## config.mk

```make
export PLATFORM = sky130hd
export DESIGN_NAME = seq_gen_1010
export DESIGN_NICKNAME = d
export VERILOG_FILES = /design/src/rtl/seq_pkg.sv /design/src/rtl/seq_frame_cnt.sv /design/src/rtl/seq_gen_1010.sv
export SDC_FILE = /design/constraint.sdc
export NUM_CORES = 1
export LEC_CHECK = 0
export ABC_AREA = 1
export CORE_MARGIN = 1
export CORE_UTILIZATION = 35
export DETAILED_ROUTE_END_ITERATION = 8
export HOLD_SLACK_MARGIN = 0.12
export SETUP_SLACK_MARGIN = 0.1
export SYNTH_ARGS = -nofsm -noshare
export SYNTH_HDL_FRONTEND = slang
export SYNTH_SLANG_ARGS = --single-unit
export TNS_END_PERCENT = 100
```

## constraint.sdc

```tcl
create_clock -name clk -period 1.28 [get_ports clk]
set_clock_uncertainty 0.2 [all_clocks]
set_input_delay 0.384 -clock clk [delete_from_list [all_inputs] [get_ports clk]]
set_output_delay 0.384 -clock clk [all_outputs]
set_load 0.005 [all_outputs]
```

## src/rtl/seq_pkg.sv

```systemverilog
// Shared definitions for the 1010 frame generator.
//   - 3-bit state encodings (IDLE = 3'b000) and the state enum
//   - DEFAULT_PATTERN: default 4-bit frame pattern, sent MSB first
//   - pattern_bit(): serial bit presented in a given state
// Optional feature macro: SEQ_GEN_GAP_EN adds the GAP state between frames.
package seq_pkg;

  localparam logic [2:0] ST_IDLE = 3'b000;
  localparam logic [2:0] ST_BIT3 = 3'b001;
  localparam logic [2:0] ST_BIT2 = 3'b010;
  localparam logic [2:0] ST_BIT1 = 3'b011;
  localparam logic [2:0] ST_BIT0 = 3'b100;
`ifdef SEQ_GEN_GAP_EN
  localparam logic [2:0] ST_GAP  = 3'b101;
`endif

  localparam logic [3:0] DEFAULT_PATTERN = 4'b1010;

  typedef enum logic [2:0] {
    IDLE = ST_IDLE,
    BIT3 = ST_BIT3,
    BIT2 = ST_BIT2,
    BIT1 = ST_BIT1,
    BIT0 = ST_BIT0
`ifdef SEQ_GEN_GAP_EN
    , GAP = ST_GAP
`endif
  } state_t;

  // IDLE and GAP (and any unused code) present a 0 on the line.
  function automatic logic pattern_bit(input state_t st, input logic [3:0] pat);
    case (st)
      BIT3:    return pat[3];
      BIT2:    return pat[2];
      BIT1:    return pat[1];
      BIT0:    return pat[0];
      default: return 1'b0;
    endcase
  endfunction

endpackage

```

## src/rtl/seq_frame_cnt.sv

```systemverilog
// Loadable frame down-counter with zero / last flags.
// Ports:
//   clk      in   clock, rising edge
//   rst      in   asynchronous active-high reset (clears count to 0)
//   load     in   load load_val (has priority over dec)
//   load_val in   W  value to load
//   dec      in   decrement by one (held at 0, never wraps)
//   zero     out  count == 0
//   last     out  count == 1 (the next decrement ends the transfer)
module seq_frame_cnt #(
  parameter int W = 4
) (
  input  logic         clk,
  input  logic         rst,
  input  logic         load,
  input  logic [W-1:0] load_val,
  input  logic         dec,
  output logic         zero,
  output logic         last
);

  logic [W-1:0] cnt_q;

  always_ff @(posedge clk or posedge rst) begin
    if (rst) begin
      cnt_q <= '0;
    end else if (load) begin
      cnt_q <= load_val;
    end else if (dec && !zero) begin
      cnt_q <= cnt_q - W'(1);
    end
  end

  assign zero = (cnt_q == '0);
  assign last = (cnt_q == W'(1));

endmodule

```

## src/rtl/seq_gen_1010.sv

```systemverilog
// Serial frame generator: on an accepted start, sends `count` copies of the
// 4-bit PATTERN MSB first, one bit per clock, then pulses done.
// Optional feature macro: SEQ_GEN_GAP_EN inserts one idle-bit GAP cycle
// between consecutive frames (not after the last one).
// Ports:
//   clk    in   clock, rising edge
//   rst    in   asynchronous active-high reset
//   start  in   transfer request, honoured only in IDLE with count != 0
//   count  in   CNT_W  number of frames, sampled only when start is accepted
//   y      out  registered serial bit stream
//   busy   out  registered, high in every non-IDLE state
//   done   out  registered, one-cycle pulse on return to IDLE after last frame
//
// state | meaning
// IDLE  | waiting for start, y = 0
// BIT3  | sending PATTERN[3]
// BIT2  | sending PATTERN[2]
// BIT1  | sending PATTERN[1]
// BIT0  | sending PATTERN[0], frame counter decremented on exit
// GAP   | one y = 0 cycle between frames (SEQ_GEN_GAP_EN only)
module seq_gen_1010
  import seq_pkg::*;
#(
  parameter logic [3:0] PATTERN = DEFAULT_PATTERN,
  parameter int         CNT_W   = 4
) (
  input  logic             clk,
  input  logic             rst,
  input  logic             start,
  input  logic [CNT_W-1:0] count,
  output logic             y,
  output logic             busy,
  output logic             done
);

  state_t state_q, state_d;
  logic   cnt_load, cnt_dec;
  logic   cnt_zero, cnt_last;

  seq_frame_cnt #(.W(CNT_W)) u_frame_cnt (
    .clk      (clk),
    .rst      (rst),
    .load     (cnt_load),
    .load_val (count),
    .dec      (cnt_dec),
    .zero     (cnt_zero),
    .last     (cnt_last)
  );

  always_comb begin
    state_d  = state_q;
    cnt_load = 1'b0;
    cnt_dec  = 1'b0;
    case (state_q)
      IDLE: begin
        if (start && (count != '0)) begin
          state_d  = BIT3;
          cnt_load = 1'b1;
        end
      end
      BIT3: state_d = BIT2;
      BIT2: state_d = BIT1;
      BIT1: state_d = BIT0;
      BIT0: begin
        cnt_dec = 1'b1;
        // zero can only be seen here if the counter was disturbed; treat it
        // as the end of the transfer rather than wrapping to all-ones.
        if (cnt_last || cnt_zero) begin
          state_d = IDLE;
        end else begin
`ifdef SEQ_GEN_GAP_EN
          state_d = GAP;
`else
          state_d = BIT3;
`endif
        end
      end
`ifdef SEQ_GEN_GAP_EN
      GAP: state_d = BIT3;
`endif
      default: state_d = IDLE;
    endcase
  end

  // Outputs are registered from the next state so they line up exactly with
  // the state they describe (Moore behaviour without a decode stage after
  // the flops).
  always_ff @(posedge clk or posedge rst) begin
    if (rst) begin
      state_q <= IDLE;
      y       <= 1'b0;
      busy    <= 1'b0;
      done    <= 1'b0;
    end else begin
      state_q <= state_d;
      y       <= pattern_bit(state_d, PATTERN);
      busy    <= (state_d != IDLE);
      done    <= (state_q == BIT0) && (state_d == IDLE);
    end
  end

endmodule
```

==> results of run 1 <==
kinds of logic after synthesis:
logic type / Yosys count / synth area share
xor gates and xnor gates: 1 / 0.01483
and+or+nand+nor: 44 / 0.3983
buffers and inverters: 13 / 0.08263
adders and majority gates: 3 / 0.06357
AOI/OAI and AO/OA: 2 / 0.01693
DFF: 10 / 0.4237
Yosys cell counts, drive strengths merged:
library cell,instances,area share
xnor2,1,0.015
a21oi,1,0.0085
nand4,3,0.032
nand2,28,0.23
dfrtp,10,0.42
nor2,4,0.057
o21ai,1,0.0085
nor3,1,0.0085
ha,3,0.064
nand3,8,0.068
inv,13,0.083
per-stage QoR:
| stage | area, µm² | hold WS (ns) |
|---|---|---|
| final | 907.1 | 0.2105 |
| after global routing | 907.1 | 0.2261 |
| after CTS | 864.6 | 0.2122 |
| after detailed placement | 803.3 | 0.2542 |
| after global placement | 803.3 | 0.2430 |
| after floorplan | 628.1 | 0.02418 |
where the power goes:
part / internal (W) / switching (W)
clock: 0.000173 / 0.000116
combinational: 0.0000974 / 0.0000987
sequential: 0.000330 / 0.00000794
registers in the layout, summed over array words and instances, names as in the netlist:
register           flops
u_frame_cnt.cnt_q      4
state_q                3
busy                   1
done                   1
y                      1
critical path, stage by stage, from the launching register on:
cell and delay, ns:
dfrtp_1 0.40, inv_2 0.11, ha_4 0.15, nand3_4 0.07, nand2_4 0.10, inv_2 0.05, nand2_4 0.06, nand4_1 0.07
cell type report:
class | instances | area share
Clock buffer | 4 | 0.04000
Inverter | 13 | 0.05655
Multi-Input combinational cell | 50 | 0.3876
Sequential cell | 10 | 0.2759
Tap cell | 16 | 0.02207
Timing Repair Buffer | 24 | 0.2179
what timing repair did:
action	4_1_cts	5_1_grt
endpoints found under the setup margin	11	11
pin swaps	6	5
gates resized for setup	19	6
setup buffers	5	3
worst paths after layout:
kind                                 startpoint                    to  slack (ns)  cells past startpoint
hold reg to reg                      state_q[0]            state_q[1]        0.29                      1
hold / removal                              rst                  done        0.21                      3
min in group clk                     state_q[0]            state_q[1]        0.29                      1
max in group asynchronous                   rst  u_frame_cnt.cnt_q[2]        0.56                      3
setup reg to reg           u_frame_cnt.cnt_q[0]                  busy       -0.05                      7
setup / recovery           u_frame_cnt.cnt_q[0]                  busy       -0.05                      7
routing by layer:
metal | global-route usage | up-vias
met1 | 0.2112 | 246
li1 | - | 284
met3 | 0.05106 | 4
met5 | 0 | -
met4 | 0.07273 | 0
met2 | 0.2545 | 15
==> flow_metrics.py, run 1 <==
metrics = {
    "timing": {
        "fmax_mhz": 749.3,
        "rsz0062_at_grt": "yes",
        "setup_tns_ns": -0.5153,
        "setup_viol": 11,
        "maxSlewViolCount": 0,
        "fin_crit_ns": 1.334,
        "worst_slew_pin_slew_ns": 0.1764,
        "hold_viol_final": 0,
        "fin_ws_ns": -0.05449,
        "slew_headroom": 0.8821,
        "min_period_over_period": 1.043,
    },
    "cells_and_area": {
        "multiInputGateArea_um2": 351.6,
        "diodes": 0,
        "final_common_cell": "nand2_1",
        "postLayoutCoreUtil": 0.5885,
        "nFillCells": 147,
        "instances_no_fill": 117,
        "fin_nets": 112,
        "drive_above_1_share": 0.4356,
        "final_cell_mix": "nand2_1, buf_4, dfrtp_1",
        "regArea_um2": 250.2,
        "area_delta_synth_final_pct": 53.60,
    },
    "route": {
        "wl_met1_um": 598,
        "vias_per_cell": 4.692,
        "highest_layer": "met4",
        "wirelength_mm": 1.297,
        "drt_first_pass_iters": 3,
        "dr_wl_met2_um": 607,
        "wl_met3_um": 60,
        "final_antenna_net_count": 0,
        "drt-wirelength-per-cell_um": 11.09,
        "drt_iter0_drc": 8,
        "vias": 549,
        "route.detailed.drc": 0,
    },
    "placement": {
        "port_buffers": 9,
        "dp_cells": 105,
        "gp_congestion": 0.7154,
        "dpl.hpwl_um": 885.1,
        "post-place-ws_ns": -0.4105,
    },
    "floorplan": {
        "initial_core_util": 0.3831,
        "core_area_um2": 1541,
        "num_rows": 14,
        "pin_count": 10,
        "dieArea_um2": 1855,
        "die_h_um": 43.08,
        "die_w_um": 43.08,
    },
    "yosys": {
        "seq_area_frac_synth": 0.4237,
        "synthDistinctLibCells": 16,
        "syn_nets": 83,
        "synthCells": 73,
        "synth.avg_cell_area_um2": 8.090,
        "yosys_warnings": 0,
        "synth_area_um2": 590.6,
        "synth_seq_cells": 10,
    },
    "global_routing": {
        "grt_max_degree": 11,
        "grt-ovfl-total": 0,
        "track_usage": 0.1649,
        "first_global_vias": 528,
        "grt_pass1_wl_mm": 2.221,
        "antenna_found_initial": 0,
    },
    "power_and_ir_drop": {
        "max-vdd-ir-drop_mv": 0.5982,
        "total_power_w": 0.0008224,
        "power_density_nw_per_um2": 906.6,
        "p_leak_nw": 0.4938,
    },
    "min_path": {
        "holdCritPathClass": "primary input to asynchronous set/reset pin",
    },
    "setup_path": {
        "worstPathArrival_ns": 1.28,
        "crit_fanout": 4,
        "worstPathRequired_ns": 1.23,
        "start_kind": "flip-flop",
        "end_kind": "flip-flop",
        "critical_path_class": "flip-flop to flip-flop",
    },
    "clocking": {
        "clock_latency_ns": 0.27,
        "clockRootBuffer": "clkbuf_4",
        "cts_num_sinks": 10,
        "cts_buffers": 3,
        "cts.path.max_buffers": 2,
        "ctsHoldBuffers": 0,
        "h-tree-depth": 1,
        "cts_tree": "yes",
        "clk_pin_slew_ns": 0.07,
    },
    "job": {
        "cap_violations": 0,
    },
    "run_status": {
        "outcome": "finished with violations",
        "violations": "setup timing",
    },
}
Power figures use the tool's default switching activity.
==> inputs of run 2 (changes only) <==
Settings changed: CAP_MARGIN set to 25, PLACE_DENSITY set to 0.7.
==> run 2 against run 1 <==
  * The flow still finishes with violations (setup timing)
  * Utilization increased by 5.1 points
  * First-iteration DRC count fell by 88%
  * Critical path depth is the same
  * Hold slack is essentially flat
  * Combinational power increased by 6%
  * Setup slack got worse by 0.022 ns
  * Highest routed layer unchanged
==> flow_metrics.py, run 2 (synthesis results as in run 1) <==
metrics = {
    "placement": {
        "post-place-ws_ns": -0.4248,
        "dpl.hpwl_um": 915.5,
        "placed_area_um2": 823.3,
        "gp_congestion": 0.7498,
        "port_buffers": 9,
        "dp_cells": 106,
    },
    "global_routing": {
        "antenna_found_initial": 0,
        "grt-ovfl-total": 0,
        "met1_usage": 0.1724,
        "busiest_layer": "met2",
        "grt_max_degree": 11,
        "grt_pass1_wl_mm": 2.145,
        "first_global_vias": 530,
        "track_usage": 0.1601,
        "use_met2": 0.2909,
        "grt_use_met3": 0.07660,
    },
    "setup_path": {
        "r2r_slack_ns": -0.08,
        "r2r_end": "done",
        "worstPathArrival_ns": 1.37,
        "end_kind": "flip-flop",
        "r2r-start": "u_frame_cnt.cnt_q[0]",
        "start_kind": "flip-flop",
        "critical_path_class": "flip-flop to flip-flop",
        "ff2ff_path_depth": 7,
        "worstPathRequired_ns": 1.29,
        "crit_fanout": 4,
    },
    "timing": {
        "fin_ws_ns": -0.07628,
        "worst_slew_pin_slew_ns": 0.1881,
        "fin_crit_ns": 1.356,
        "rsz0062_at_grt": "yes",
        "whs_ns": 0.2109,
        "min_period_over_period": 1.060,
        "slew_headroom": 0.8744,
        "hold_viol_final": 0,
        "fmax_mhz": 737.3,
        "maxSlewViolCount": 0,
        "setup_viol": 11,
    },
    "min_path": {
        "holdCritPathClass": "primary input to asynchronous set/reset pin",
    },
    "cells_and_area": {
        "top_register": "u_frame_cnt.cnt_q",
        "instances_no_fill": 122,
        "diodes": 0,
        "area_delta_synth_final_pct": 66.95,
        "fin_nets": 117,
        "final_area_um2": 985.9,
        "postLayoutCoreUtil": 0.6396,
        "drive_above_1_share": 0.5094,
        "nFillCells": 140,
        "top_regs": "u_frame_cnt.cnt_q x4, state_q x3",
        "final_cell_mix": "nand2_1, buf_4, dfrtp_1",
        "largest_reg_flops": 4,
    },
    "floorplan": {
        "initial_core_util": 0.3831,
        "die_w_um": 43.08,
        "dieArea_um2": 1855,
        "core_area_um2": 1541,
        "die_h_um": 43.08,
        "pin_count": 10,
        "num_rows": 14,
    },
    "power_and_ir_drop": {
        "power_density_nw_per_um2": 847.5,
        "max-vdd-ir-drop_mv": 0.4841,
        "p_leak_nw": 0.5292,
    },
    "clocking": {
        "cts_tree": "yes",
        "cts_num_sinks": 10,
        "clock_latency_ns": 0.27,
        "clk_pin_slew_ns": 0.07,
        "cts.path.max_buffers": 2,
        "cts_buffers": 3,
        "h-tree-depth": 1,
        "clockRootBuffer": "clkbuf_4",
    },
    "route": {
        "drt-wirelength-per-cell_um": 11.49,
        "wirelength_mm": 1.402,
        "vias_per_cell": 4.664,
        "route.detailed.drc": 0,
        "drt_first_pass_iters": 2,
        "drt_iter0_drc": 1,
        "vias": 569,
        "final_antenna_net_count": 0,
    },
    "run_status": {
        "violations": "setup timing",
        "outcome": "finished with violations",
    },
    "job": {
        "cap_violations": 0,
    },
}
## run 2: final cells by class
type	instances	area, µm²	share of cell area
Clock buffer	4	36.28	0.03680
Inverter	13	56.30	0.05711
Tap cell	16	20.02	0.02030
Timing Repair Buffer	29	244.0	0.2475
Multi-Input combinational cell	50	379.1	0.3845
Sequential cell	10	250.2	0.2538
## run 2: repair_timing
action,in CTS,in global routing
pin swaps,6,1
hold buffers,0,0
setup endpoints to repair,11,11
buffers inserted,8,4
resized for setup,21,11
## run 2: power by group
group / switching [W] / internal (W)
combinational: 0.000103 / 0.000105
sequential: 0.00000906 / 0.000330
clock: 0.000116 / 0.000173
total: 0.000228 / 0.000608
## run 2: critical path: stages, from the launching register on
cell and delay, ns:
dfrtp_1 0.41, inv_2 0.11, ha_4 0.14, nand3_4 0.07
buf_4 0.14, nand2_1 0.05, nand4_1 0.10, inv_1 0.07
## run 2: stage by stage
step	total power [W]	TNS (ns)
after floorplan	0.0004450	0
after global placement	0.0005090	-2.909
after detailed placement	0.0005125	-3.064
after CTS	0.0008178	-0.4100
after global routing	0.0008841	-1.225
final	0.0008356	-0.6063
## run 2: how the worst max path moves through the flow
stage	startpoint	end	slack (ns)	cells past startpoint
2_1_floorplan	u_frame_cnt.cnt_q[0]	busy	0.02	7
3_3_place_gp	start	u_frame_cnt.cnt_q[0]	-0.41	8
3_5_place_dp	start	u_frame_cnt.cnt_q[0]	-0.42	8
4_1_cts	done	done	-0.06	1
5_1_grt	u_frame_cnt.cnt_q[1]	busy	-0.15	7
6_report	u_frame_cnt.cnt_q[0]	done	-0.08	7
## run 2: metal layers
layer,wire length [µm],vias up
met5,0,-
met4,6,0
met3,69,2
met2,782,12
met1,544,262
li1,-,293
